$ cat config.mk
export PLATFORM = sky130hd
export DESIGN_NAME = c_vector_writer
export DESIGN_NICKNAME = d
export VERILOG_FILES = /design/src/rtl/c_vector_writer.sv
export SDC_FILE = /design/constraint.sdc
export NUM_CORES = 1
export LEC_CHECK = 0
export ABC_AREA = 1
export CELL_PAD_IN_SITES_DETAIL_PLACEMENT = 0
export CELL_PAD_IN_SITES_GLOBAL_PLACEMENT = 2
export CORE_UTILIZATION = 24
export CTS_CLUSTER_DIAMETER = 80
export DETAILED_ROUTE_END_ITERATION = 16
export PLACE_DENSITY = 0.78
export SLEW_MARGIN = 5
export SYNTH_ARGS = -nofsm -noshare
export SYNTH_HDL_FRONTEND = slang
export SYNTH_SLANG_ARGS = --single-unit
$ cat constraint.sdc
create_clock -name clock -period 1.45 [get_ports clock]
set_clock_uncertainty 0.05 [all_clocks]
set_input_delay 0.29 -clock clock [delete_from_list [all_inputs] [get_ports clock]]
set_output_delay 0.29 -clock clock [all_outputs]
set_load 0.1 [all_outputs]
$ cat src/rtl/c_vector_writer.sv
// c_vector_writer: accepts one beat of four 16-bit lane results and
// serialises them into four single-port memory writes, one per cycle.
// Vector k, element e is written at BASE_ADDR + {k[1:0], e[3:0]} (10-bit wrap).
module c_vector_writer #(
  parameter logic [9:0]  BASE_ADDR = 10'h040,
  parameter int unsigned ELEMENTS  = 16
) (
  input  logic        clock,
  input  logic        clear,
  input  logic        en,
  input  logic        c_element_ready,
  input  logic [15:0] c0_element,
  input  logic [15:0] c1_element,
  input  logic [15:0] c2_element,
  input  logic [15:0] c3_element,
  input  logic        last_element,
  output logic        writer_ready,
  output logic [9:0]  memory_address,
  output logic [15:0] memory_write_data,
  output logic        memory_write_enable,
  output logic        vector_done,
  output logic        protocol_error
);

  localparam int unsigned DW    = 16;
  localparam int unsigned AW    = 10;
  localparam int unsigned IW    = 4;
  localparam int unsigned LANES = 4;
  localparam logic [IW-1:0] LAST_IDX = IW'(ELEMENTS - 1);

  typedef enum logic [2:0] {
    IDLE = 3'd0,
    W0   = 3'd1,
    W1   = 3'd2,
    W2   = 3'd3,
    W3   = 3'd4,
    DONE = 3'd5
  } state_e;

  state_e                    state_q, state_d;
  logic [IW-1:0]             idx_q, idx_d;
  logic [LANES-1:0][DW-1:0]  hold_q, hold_d;
  logic                      last_q, last_d;
  logic                      perr_q, perr_d;
  logic                      idle_ready;
  logic                      writing;
  logic [1:0]                lane;

  // State, element index, hold registers and sticky error flag
  always_ff @(posedge clock) begin
    if (clear) begin
      state_q <= IDLE;
      idx_q   <= '0;
      hold_q  <= '0;
      last_q  <= 1'b0;
      perr_q  <= 1'b0;
    end else begin
      state_q <= state_d;
      idx_q   <= idx_d;
      hold_q  <= hold_d;
      last_q  <= last_d;
      perr_q  <= perr_d;
    end
  end

  // Next-state: accept a beat in IDLE, walk the four lanes, optional DONE
  always_comb begin
    state_d    = state_q;
    idx_d      = idx_q;
    hold_d     = hold_q;
    last_d     = last_q;
    perr_d     = perr_q;
    idle_ready = (state_q == IDLE) && en;

    // A beat offered while we cannot take it is dropped and flagged
    if (c_element_ready && !idle_ready) begin
      perr_d = 1'b1;
    end

    case (state_q)
      IDLE: begin
        if (idle_ready && c_element_ready) begin
          hold_d  = {c3_element, c2_element, c1_element, c0_element};
          last_d  = last_element;
          state_d = W0;
        end
      end
      W0: if (en) state_d = W1;
      W1: if (en) state_d = W2;
      W2: if (en) state_d = W3;
      W3: begin
        if (en) begin
          idx_d   = (idx_q == LAST_IDX) ? '0 : idx_q + IW'(1);
          state_d = last_q ? DONE : IDLE;
        end
      end
      DONE: begin
        if (en) begin
          idx_d   = '0;
          state_d = IDLE;
        end
      end
      default: state_d = IDLE;
    endcase
  end

  // Output decode; clear forces every output low in its own cycle
  always_comb begin
    writer_ready        = 1'b0;
    memory_write_enable = 1'b0;
    memory_address      = '0;
    memory_write_data   = '0;
    vector_done         = 1'b0;
    protocol_error      = 1'b0;
    writing             = 1'b0;
    lane                = 2'd0;

    case (state_q)
      W0: begin writing = 1'b1; lane = 2'd0; end
      W1: begin writing = 1'b1; lane = 2'd1; end
      W2: begin writing = 1'b1; lane = 2'd2; end
      W3: begin writing = 1'b1; lane = 2'd3; end
      default: ;
    endcase

    if (!clear) begin
      writer_ready   = (state_q == IDLE) && en;
      vector_done    = (state_q == DONE) && en;
      protocol_error = perr_q;
      if (writing) begin
        memory_write_enable = en;
        memory_address      = BASE_ADDR + AW'({lane, idx_q});
        memory_write_data   = hold_q[lane];
      end
    end
  end

endmodule

==> metrics.md, run 1 <==
| Metric | Value |
|---|---|
| Clock Path Buffers | `2` |
| Final setup viols | `91` |
| Total Nets Final | `745` |
| Worst-path clk slew | `70 ps` |
| Port bufs | `95` |
| Global Route Usage Sum | `18.07%` |
| CP Data Required Time | `1110 ps` |
| Max Cap Violations | `0` |
| Measured slew at the worst slew-check pin | `621.7 ps` |
| Post-synth EDFFs | `0` |
| CTS tree | `built` |
| P&R area growth vs syn | `102.6%` |
| Slew margin rel. | `58.55%` |
| Vias in the first global route | `4096` |
| # H-tree levels | `3` |
| Fin crit period | `2132 ps` |
| Dpl cells | `804` |
| Crit path largest cell delay | `360 ps` |
| CP Max Fanout | `17` |
| Async SR Flop Fraction | `0%` |
| WL/cell | `16.41 um` |
| Pin count of the biggest net entering global routing | `43` |
| First-pass GRT wire length | `21.98 mm` |
| Commonest non-fill, non-tap cells in the layout | `inv_1 (74), dfxtp_1 (70), clkdlybuf4s50_1 (66)` |
| Slowest CP cell | `dfxtp_4` |
| Sequential-to-total area share from yosys stat | `39.04%` |
| Main combinational cell family by area after synthesis | `compound AO/OA/AOI/OAI gates` |
| DRT iter0 DRCs | `106` |
| Core Box Area | `15200 um2` |
| Gate power share | `40.6%` |
| Commonest non-fill, non-tap cell in the layout | `inv_1` |
| Synth Area in Compound Gates | `26.07%` |
| Hold path startpoint | `hold_q[6]` |
| Crit end category | `output pin` |
| Antenna Violating Nets Remaining | `0` |
| Final period util | `147.0%` |
| Post-route DRC | `0` |
| Cell area after synthesis | `3744 um2` |
| Worst R2R Setup Slack | `-280 ps` |
| Crit path max-delay family | `simple AND/OR/NAND/NOR gates` |
| Hold Vio Cnt, Final | `0` |
| CTS Buf Count | `9` |
| Simple-gate share of the synthesized area | `18.52%` |
| Crit. Startpoint | `state_q[0]` |
| Final setup margin | `-681.7 ps` |
| Diode count | `0` |
| Switching share of total power | `35.96%` |
| Slew Limit Fails | `0` |
| Die Wd | `126.9 um` |
| Hold Path Cell Cnt | `2` |
| Syn_area_per_cell | `7.269 um2` |
| Antenna violations before repair | `0` |
| PD cells | `977.5 nW/um2` |
| Fmax | `469.1 MHz` |
| DP Area | `5568 um2` |
| R2r startpoint | `state_q[2]` |
| Critical path depth in cells | `7` |
| Dominant synthesized flop cell | `dfxtp_1` |
| Rows | `45` |
| Internal power | `4.748 mW` |
| Clk sink count | `73` |
| Final WL | `14.24 mm` |
| Die area | `16100 um2` |
| GP Congestion | `0.8035` |
| DP HPWL | `8.936 mm` |
| Vias per cell | `4.569` |
| Netlist cell types | `31` |
| R2R cell count | `9` |
| Dpl ws | `-490.4 ps` |
| CP Launch Type | `flop` |
| Initial core utilization | `24.63%` |
| Power Total | `7.414 mW` |
| Register bit total from synthesis | `73` |
| Die height | `126.9 um` |
| Cell area after layout | `7585 um2` |
| Switching Power | `2.666 mW` |
| Clock Latency Late Sink | `340 ps` |
| Layout cells sized above 1 | `53.09%` |
| Worst vdd ir | `0.6749 mV` |
| Crit path kind | `reg2out` |
| Vias | `3966` |
| Clock share of power | `28.5%` |
| DRT Pass-1 Iters | `4` |
| Adder-cell share of the synthesized area | `0.3342%` |
| Syn Inst Count | `515` |
| XOR/XNOR Fraction of Synth Area | `0%` |
| Mux cell area share after synthesis | `0%` |
| Root Buffer | `clkbuf_16` |
| GR Overflow Total | `0` |
| Hold WC Path Type | `reg2reg` |
| Status | `complete, but fails checks` |
| Finished Layout Cells | `868` |
| Sequential power share | `30.9%` |
| Worst path bufs/invs | `2` |
| I/O pins | `99` |
| Worst path arrival time | `1790 ps` |
| Ys Warns | `0` |
| RSZ-0062 raised after global routing | `true` |
| Failing checks | `setup timing` |
| Cells along the critical path | `buf_4, nand3_4, nand2_4, nor2_1, nand2_2, a21oi_4, buf_12` |
| Leakage | `2.793 nW` |
| Hold slack | `411.0 ps` |
[power groups by stage]
| stage | clock [mW] | combinational (mW) | sequential, mW |
|---|---|---|---|
| after global routing | 2.27 | 3.19 | 2.31 |
| after detailed placement | 0 | 1.95 | 2.33 |
| after global placement | 0 | 1.93 | 2.32 |
| after floorplan | 0 | 1.33 | 2.29 |
| after CTS | 2.16 | 2.81 | 2.29 |
| final | 2.11 | 3.01 | 2.29 |
[Yosys cell counts (2+ instances only)]
cell | count | area share, %
buf_6 | 17 | 5.1
buf_2 | 4 | 0.53
dfxtp_1 | 73 | 39
o21ai_0 | 19 | 2.5
clkbuf_1 | 9 | 0.90
nor2_4 | 2 | 0.60
nor2_1 | 47 | 4.7
a21oi_1 | 59 | 7.9
o21ai_1 | 69 | 9.2
a21oi_2 | 24 | 5.6
inv_4 | 3 | 0.50
inv_2 | 2 | 0.20
inv_1 | 74 | 7.4
clkbuf_2 | 2 | 0.27
nand2_4 | 3 | 0.90
nand3_1 | 23 | 3.1
buf_4 | 5 | 1.0
nand2_1 | 66 | 6.6
nand2_2 | 2 | 0.33
[worst paths after layout]
| path | end |
|---|---|
| min reg2reg | hold_q[6] |
| max | memory_write_data[12] |
| max reg2reg | hold_q[7] |
| min | hold_q[6] |
[stage by stage]
| stage | setup TNS, ps | util [%] |
|---|---|---|
| after floorplan | -11410 | - |
| after global placement | -29530 | 36.63 |
| after detailed placement | -30060 | 36.63 |
| after CTS | -28270 | 47.22 |
| after global routing | -33790 | 49.89 |
| final | -28570 | 49.89 |
[per-layer routing]
| layer | share of wire, % | global-route usage [%] |
|---|---|---|
| met1 | 44 | 21.83 |
| met2 | 50 | 31.25 |
| met3 | 2.9 | 2.784 |
| met4 | 2.7 | 8.754 |
| met5 | 0 | 0 |
[registers in the layout, summed over array words and instances (netlist names)]
register / flops
hold_q: 64
state_q: 3
idx_q: 4
perr_q: 1
last_q: 1
[cell type report]
type | instances | area [um2]
Timing Repair Buffer | 182 | 2495
Clock buffer | 9 | 225.2
Fill cell | 1383 | 7617
Inverter | 79 | 311.5
Tap cell | 188 | 235.2
Sequential cell | 73 | 1473
Clock inverter | 7 | 53.80
Multi-Input combinational cell | 330 | 2791
[worst reg2reg max path: stages, from the launching register on]
cell and delay (ps):
dfxtp_4 350, buf_6 130, buf_6 130, nor2_4 130, nand4_4 130, clkbuf_16 220, buf_12 140, buf_12 140
o21ai_2 170, a21oi_2 50
[logic make-up after synthesis]
family	Yosys count
AOI/OAI and AO/OA	174
adders and majority gates	1
buffers and inverters	116
DFF	73
other	1
and+or+nand+nor	150
[what timing repair did]
item / 4_1_cts / 5_1_grt
setup buffers: 25 / 5
pin swaps: 47 / 50
gates resized for setup: 196 / 71
hold buffers: 0 / 0
setup endpoints to repair: 95 / 95
cloned: 16 / 8
(Power assumes the default switching activity.)
==> run 2: changes to the inputs <==
- CAP_MARGIN: default -> 20
==> results of run 2 <==
Final layout, timing and power as in run 1 (identical DEF).
==> run 3: changes to the inputs <==
- SETUP_SLACK_MARGIN: default -> 0.3
==> run 3 against run 2 <==
The flow still finishes with violations (setup timing). Clock power increased by 17%. Sequential share of layout area increased by 0.35 points. Non-clock buffer count decreased by 12. Critical path type unchanged. Largest power group unchanged.
==> metrics.md, run 3 (synthesis results as in run 1) <==
| Metric | Value |
|---|---|
| Commonest non-fill, non-tap cell in the layout | `inv_1 (unchanged)` |
| Antenna violations before repair | `0 (unchanged)` |
| I/O pins | `99 (unchanged)` |
| First-pass GRT wire length | `22.31 mm (was 21.98 mm)` |
| DRT iter0 DRCs | `218 (was 106)` |
| Fmax | `465.8 MHz (was 469.1 MHz)` |
| DRT Pass-1 Iters | `4 (unchanged)` |
| CTS tree | `built (unchanged)` |
| Leakage | `2.733 nW (was 2.793 nW)` |
| P&R area growth vs syn | `98.13% (was 102.6%)` |
| Hold Vio Cnt, Final | `0 (unchanged)` |
| Final period util | `148.1% (was 147.0%)` |
| Fillers | `1385 (was 1383)` |
| Cells along the critical path | `buf_12, inv_6, nand2_2, nand2_8, buf_12, nand3_1, nand2_2, a21oi_4, buf_12 (was buf_4, nand3_4, nand2_4, nor2_1, nand2_2, a21oi_4, buf_12)` |
| Clock Latency Late Sink | `340 ps (about the same)` |
| Diode count | `0 (unchanged)` |
| CTS Buf Count | `9 (unchanged)` |
| Crit path top cell by count | `buf_12` |
| Die Wd | `126.9 um (unchanged)` |
| Combined area of the multi-input logic cells | `2683 um2 (was 2791 um2)` |
| Crit path kind | `reg2out (unchanged)` |
| Clock Path Buffers | `2 (unchanged)` |
| # H-tree levels | `3 (unchanged)` |
| Antenna Violating Nets Remaining | `0 (unchanged)` |
| Root Buffer | `clkbuf_16 (unchanged)` |
| Slew Limit Fails | `0 (unchanged)` |
| Final setup viols | `91 (unchanged)` |
| Core Box Area | `15200 um2 (unchanged)` |
| Pin count of the biggest net entering global routing | `37 (was 43)` |
| Worst vdd ir | `0.6187 mV (was 0.6749 mV)` |
| WL/cell | `16.51 um (was 16.41 um)` |
| Initial core utilization | `24.63% (unchanged)` |
| Crit end category | `output pin (unchanged)` |
| Crit path largest cell delay | `360 ps (about the same)` |
| Final WL | `14.13 mm (was 14.24 mm)` |
| RSZ-0062 raised after global routing | `true (unchanged)` |
| Rows | `45 (unchanged)` |
| GP Congestion | `0.8495 (was 0.8035)` |
| Die area | `16100 um2 (unchanged)` |
| Post-route DRC | `0 (unchanged)` |
| Hold WC Path Type | `in2reg (was reg2reg)` |
| PD cells | `1032 nW/um2 (was 977.5 nW/um2)` |
| Register Area | `1466 um2 (was 1473 um2)` |
| Max Cap Violations | `0 (unchanged)` |
| Fin crit period | `2147 ps (was 2132 ps)` |
| Top reg by flops | `hold_q (unchanged)` |
| Vias | `3927 (was 3966)` |
| Clk sink count | `73 (unchanged)` |
| Vias in the first global route | `4112 (was 4096)` |
| DP HPWL | `9.356 mm (was 8.936 mm)` |
| Vias per cell | `4.588 (was 4.569)` |
| Layout cells sized above 1 | `50.75% (was 53.09%)` |
| Die height | `126.9 um (unchanged)` |
| Status | `complete, but fails checks (unchanged)` |
| CTS Hold Bufs | `0 (unchanged)` |
| Largest register FFs | `64 (unchanged)` |
| Worst-path clk slew | `60 ps (was 70 ps)` |
| Total Nets Final | `733 (was 745)` |
| Fin util | `48.79% (was 49.89%)` |
| Failing checks | `setup timing (unchanged)` |
| Commonest non-fill, non-tap cells in the layout | `inv_1 (72), dfxtp_1 (69), clkdlybuf4s50_1 (66) (was inv_1 (74), dfxtp_1 (70), clkdlybuf4s50_1 (66))` |
| Slowest CP cell | `dfxtp_2 (was dfxtp_4)` |
| CP Launch Type | `flop (unchanged)` |
| Worst path arrival time | `1810 ps (was 1790 ps)` |
| Final setup margin | `-696.9 ps (was -681.7 ps)` |
| Largest regs | `hold_q (64), idx_q (4), state_q (3) (unchanged)` |
| GR Overflow Total | `0 (unchanged)` |
| Hold slack | `282.3 ps (was 411.0 ps)` |
| Port bufs | `95 (unchanged)` |
| CP Data Required Time | `1110 ps (about the same)` |
| CP Max Fanout | `16 (was 17)` |
| Global Route Usage Sum | `18.37% (was 18.07%)` |
[run 3: cell count changes in the layout (fill, tap and decap cells not counted), moves of 10 or more]
cell / change
nand2_1: +10
nand2_2: -11
buf_4: -13
o21ai_2: +12
[run 3: worst paths after layout]
check,slack (ps),cells after the start,endpoint,start
max reg2reg,-200,10,hold_q[0],state_q[0]
min reg2reg,400,2,hold_q[10],hold_q[10]
min,280,3,perr_q,clear
max,-700,9,memory_write_data[12],state_q[0]
[run 3: area by class of cell]
| class | instances | share of cell area (%) |
|---|---|---|
| multi-input combinational | 330 | 36.17 |
| timing repair buffer | 170 | 32.15 |
| tap | 188 | 3.171 |
| clock inverter | 4 | 1.012 |
| inverter | 79 | 4.268 |
| sequential | 73 | 19.77 |
| clock buffer | 12 | 3.458 |
[run 3: power breakdown]
part           internal [mW]  switching [mW]  total [mW]  leakage (nW)
combinational           1.28            1.62        2.90          1.98
sequential              2.21          0.0682        2.28         0.601
clock                   1.60           0.873        2.47         0.155
[run 3: per-layer routing]
layer / GRT usage (%) / vias to the layer above / share of wire [%]
met4: 6.162 / 0 / 1.7
met1: 22.36 / 1864 / 44
met2: 31.29 / 93 / 49
met5: 0 / - / 0
li1: - / 1956 / -
met3: 4.850 / 14 / 4.8
[run 3: stage by stage]
stage	setup WS [ps]	power (mW)	TNS (ps)	instance area (um2)	cells
5_1_grt	-768.8	7.985	-28730	7417	856
2_1_floorplan	-509.2	3.767	-11400	4347	517
6_report	-696.9	7.654	-24990	7417	856
3_3_place_gp	-415.8	4.451	-30650	5851	805
3_5_place_dp	-421.5	4.459	-29880	5851	805
4_1_cts	-702.0	7.581	-22160	7179	847
[run 3: timing repair]
item | CTS | global route
gates resized for setup | 140 | 35
pin swaps | 22 | 16
endpoints found under the setup margin | 100 | 100
cloned | 13 | 2
setup buffers | 13 | 7
[run 3: critical path, delay by kind of cell, from the launching register on]
family,cells,cell delay (ps)
buf+inv,4,510
simple gates,4,420
compound gates,1,170
flops,1,360
